**src/rtl/sequential_multiplier.sv**
```systemverilog
// Unsigned shift-and-add multiplier: one multiplier bit per clock, WIDTH cycles from accepted start to done.
// No backpressure: start is accepted in IDLE or DONE, ignored while BUSY; the product holds until the next completion.
module sequential_multiplier #(
   parameter int WIDTH = 8
) (
   input  logic               clk,
   input  logic               rst_n,
   input  logic               start,
   input  logic [WIDTH-1:0]   a,
   input  logic [WIDTH-1:0]   b,
   output logic [2*WIDTH-1:0] product,
   output logic               done
);

   localparam int CW = $clog2(WIDTH + 1);

   typedef enum logic [1:0] {IDLE, BUSY, DONE} state_t;

   state_t             state;
   state_t             state_nxt;
   logic [2*WIDTH-1:0] mcand;
   logic [2*WIDTH-1:0] acc;
   logic [2*WIDTH-1:0] acc_sum;
   logic [WIDTH-1:0]   mplier;
   logic [CW-1:0]      cnt;
   logic               load;
   logic               step;
   logic               last;

   assign last    = (cnt == CW'(WIDTH - 1));
   assign acc_sum = acc + (mplier[0] ? mcand : '0);

   always_ff @(posedge clk or negedge rst_n) begin
      if (!rst_n) state <= IDLE;
      else        state <= state_nxt;
   end

   always_comb begin
      state_nxt = state;
      case (state)
         IDLE:    if (start) state_nxt = BUSY;
         BUSY:    if (last)  state_nxt = DONE;
         DONE:    if (start) state_nxt = BUSY;
         default: state_nxt = IDLE;
      endcase
   end

   always_comb begin
      load = 1'b0;
      step = 1'b0;
      done = 1'b0;
      case (state)
         IDLE:    load = start;
         BUSY:    step = 1'b1;
         DONE:    begin
            load = start;
            done = 1'b1;
         end
         default: ;
      endcase
   end

   // The final partial product is folded in on the last BUSY edge, so product
   // is written with acc_sum rather than the registered accumulator.
   always_ff @(posedge clk or negedge rst_n) begin
      if (!rst_n) begin
         mcand   <= '0;
         mplier  <= '0;
         acc     <= '0;
         cnt     <= '0;
         product <= '0;
      end else if (load) begin
         mcand  <= {{WIDTH{1'b0}}, a};
         mplier <= b;
         acc    <= '0;
         cnt    <= '0;
      end else if (step) begin
         acc    <= acc_sum;
         mcand  <= mcand << 1;
         mplier <= mplier >> 1;
         cnt    <= cnt + CW'(1);
         if (last) product <= acc_sum;
      end
   end

endmodule

```
**config.mk**
```make
export PLATFORM = sky130hd
export DESIGN_NAME = sequential_multiplier
export DESIGN_NICKNAME = d
export VERILOG_FILES = /design/src/rtl/sequential_multiplier.sv
export SDC_FILE = /design/constraint.sdc
export NUM_CORES = 1
export LEC_CHECK = 0
export ABC_AREA = 1
export CAP_MARGIN = 20
export CORE_MARGIN = 1
export CORE_UTILIZATION = 40
export DETAILED_ROUTE_END_ITERATION = 8
export GPL_TIMING_DRIVEN = 1
export HOLD_SLACK_MARGIN = 0.12
export PLACE_DENSITY = 0.68
export SKIP_LAST_GASP = 1
export SLEW_MARGIN = 25
export SYNTH_ARGS = -nofsm -noshare
export SYNTH_HDL_FRONTEND = slang
export SYNTH_SLANG_ARGS = --single-unit
```
**constraint.sdc**
```tcl
create_clock -name clk -period 2.4 [get_ports clk]
set_input_delay 0.36 -clock clk [delete_from_list [all_inputs] [get_ports clk]]
set_output_delay 0.36 -clock clk [all_outputs]
set_load 0.02 [all_outputs]
```
==> reports/qor.txt <==
Core ar.: 8300 µm²
layout cell share with drive strength beyond 1: 6.35%
worst slew pin tran: 0.736 ns
synthesis-stage register bit count: 62
total global routing overflow: 0
HP Class: reg2reg
number of core rows: 33
H-tree lvl count: 3
setup tns final: 0 ns
Post-synth top flop: dfrtp_1
I/O pin count: 36
Area Overhead vs Synth: 19.0%
period utilization: 90.9%
global-route wire length before repair: 13200 µm
PD cells: 1290 nW/µm²
DRT Wirelength: 7520 µm
routed vias/inst: 4.86
Fill cells: 820
Port Buf Inserts: 35
WL/cell: 12.3 µm
Final min period: 2.18 ns
crit path DAT: 2.41 ns
max-slew violations: 0
Die Wd: 95.2 µm
initial DRC count: 140
largest net degree at the start of global routing: 38
Post-synth EDFFs: 0
crit end category: register
nets: 535
Global Route Usage Sum: 19.3%
clk_lat worst skew: 0.34 ns
Final Hold Fails: 0
synth unique cells: 30
crit path kind: reg2reg
die extent in y: 95.2 µm
vias in the first global route: 2974
FFs w/ async S/R, synth: 100%
DR pass1 iterations: 4
post-synthesis sequential area ratio: 44.7%
CTS buffer count: 9
post-DP HPWL: 5520 µm
final-report setup violation count: 0
DRC viols: 0
Yosys warnings: 0
CTS tree: built
CTS clk-pin slew, worst paths: 0.07 ns
starting density of the core: 41.8%
CTS Sinks: 62
Netlist Area Pre-Place: 3470 µm²
slew margin rel.: 50.9%
die area: 9060 µm²
Max-Cap Viols: 0
Setup crit start kind: register
f_max: 459 MHz
clk buf depth: 2
Critical Path RT: 2.63 ns
outcome: completed
via count: 2958
CP max FO: 17
RSZ-0062 raised after global routing: no
peak supply drop: 0.00100 V
Synth Net Count: 497
Clock Root Buffer: clkbuf_8
Power Total: 5.32 mW
DRT antenna net count: 0
LEAKAGE: 2.27 nW
Mean Syn Cell Area: 7.53 µm²
antenna violations before repair: 0
GP Congestion: 0.853
Clock Skew: 0.00622 ns
Syn Inst Count: 461
diode count: 0
==> where the power goes <==
group	switching [mW]	total (mW)	internal (mW)
Combinational	1.58	2.61	1.02
Clock	0.422	0.930	0.508
Sequential	0.281	1.78	1.50
==> flip-flops by register name (all words and copies together), names as in the netlist <==
name and flops:
product 16, acc 16, mplier 8, cnt 4, mcand 16, state 2
==> stage by stage <==
step	utilization [%]	instance area, µm²	cells	hold slack [ns]	setup WS (ns)
floorplan	-	3470	461	0.0644	0.234
detailed placement	47.2	3920	592	0.421	0.214
global placement	47.2	3920	592	0.414	0.262
global route	49.8	4130	609	0.496	0.00692
CTS	49.8	4130	609	0.476	0.211
finish	49.8	4130	609	0.473	0.220
==> cell type report <==
type                       instances  area, µm²  area share, %
timing repair buffer              41        405           9.81
clock inverter                     5       58.8           1.42
multi-input combinational        301       1530           37.0
tap                              105        131           3.18
clock buffer                      11        141           3.42
inverter                          84        315           7.63
sequential                        62       1550           37.6
==> synthesized netlist by cell type, drive strengths merged, types with 2 or more instances <==
cell type,count,area (µm²)
nor2,16,75.1
a21oi,7,35.0
o21ai,15,75.1
nand2,175,657
o22ai,7,43.8
nand3b,4,30.0
nand4,2,12.5
buf,9,58.8
o221ai,13,114
xor2,4,35.0
nand3,27,135
ha,16,200
nor3,3,15.0
or2,5,31.3
inv,84,315
dfrtp,62,1550
clkbuf,5,18.8
==> kinds of logic (layout without fill, tap and decap cells) <==
group / count (synthesis) / count (layout) / share of synthesized area, %
compound gates: 46 / 46 / 8.68
simple gates: 233 / 233 / 27.7
flops: 62 / 62 / 44.7
xor+xnor: 5 / 5 / 1.26
fa+ha+maj: 17 / 17 / 6.34
buf+inv: 98 / 141 / 11.3
==> placed cells by master, fill, tap and decap left out, types with 2 or more instances in the layout <==
master,synthesis,final
nand3_1,27,27
clkinvlp_4,0,2
clkbuf_8,0,10
nand2_1,175,175
buf_4,1,4
dfrtp_1,62,62
inv_2,4,4
nor3_1,3,3
xor2_1,4,4
nand3b_1,4,4
nand4_1,2,2
o221ai_1,13,13
o21ai_1,4,4
nor2_4,2,2
a21oi_1,7,7
inv_1,80,80
nor2_1,14,14
o22ai_1,7,7
ha_1,16,16
o21ai_0,11,11
clkdlybuf4s50_1,0,34
or2_2,5,5
==> final timing paths <==
check	from	end	slack, ns	cells past startpoint
max in group asynchronous	rst_n	mcand[11]$_DFFE_PN0P_	1.21	3
min in group asynchronous	rst_n	product[10]$_DFFE_PN0P_	0.58	2
worst min-delay path	product[2]$_DFFE_PN0P_	product[2]$_DFFE_PN0P_	0.47	2
worst max-delay path	mplier[0]$_DFFE_PN0P_	acc[6]$_DFFE_PN0P_	0.22	11
worst min register to register	product[2]$_DFFE_PN0P_	product[2]$_DFFE_PN0P_	0.47	2
worst max register to register	mplier[0]$_DFFE_PN0P_	acc[6]$_DFFE_PN0P_	0.22	11
==> critical path, cell delays in order, from the launching register on <==
cell and delay (ns):
dfrtp_1 0.55, nand2_1 0.12, inv_1 0.05, ha_1 0.19, fa_1 0.40, nand2_1 0.08
nand2_1 0.06, nand3b_1 0.08, nand2_1 0.11, or2_2 0.31, nand3_1 0.07, nand2_1 0.05
==> metal layers <==
metal | GRT usage [%] | part of all wire (%)
met5 | 0 | 0
met4 | 7.45 | 1.9
met3 | 4.78 | 3.5
met2 | 31.3 | 45
met1 | 24.6 | 49
==> repair_timing <==
action,in CTS,in global routing
hold buffers,1,0
endpoints found under the setup margin,0,0
buffers inserted,0,0
gates resized for setup,0,0
hold endpoints to repair,25,0
Power figures use the tool's default switching activity.
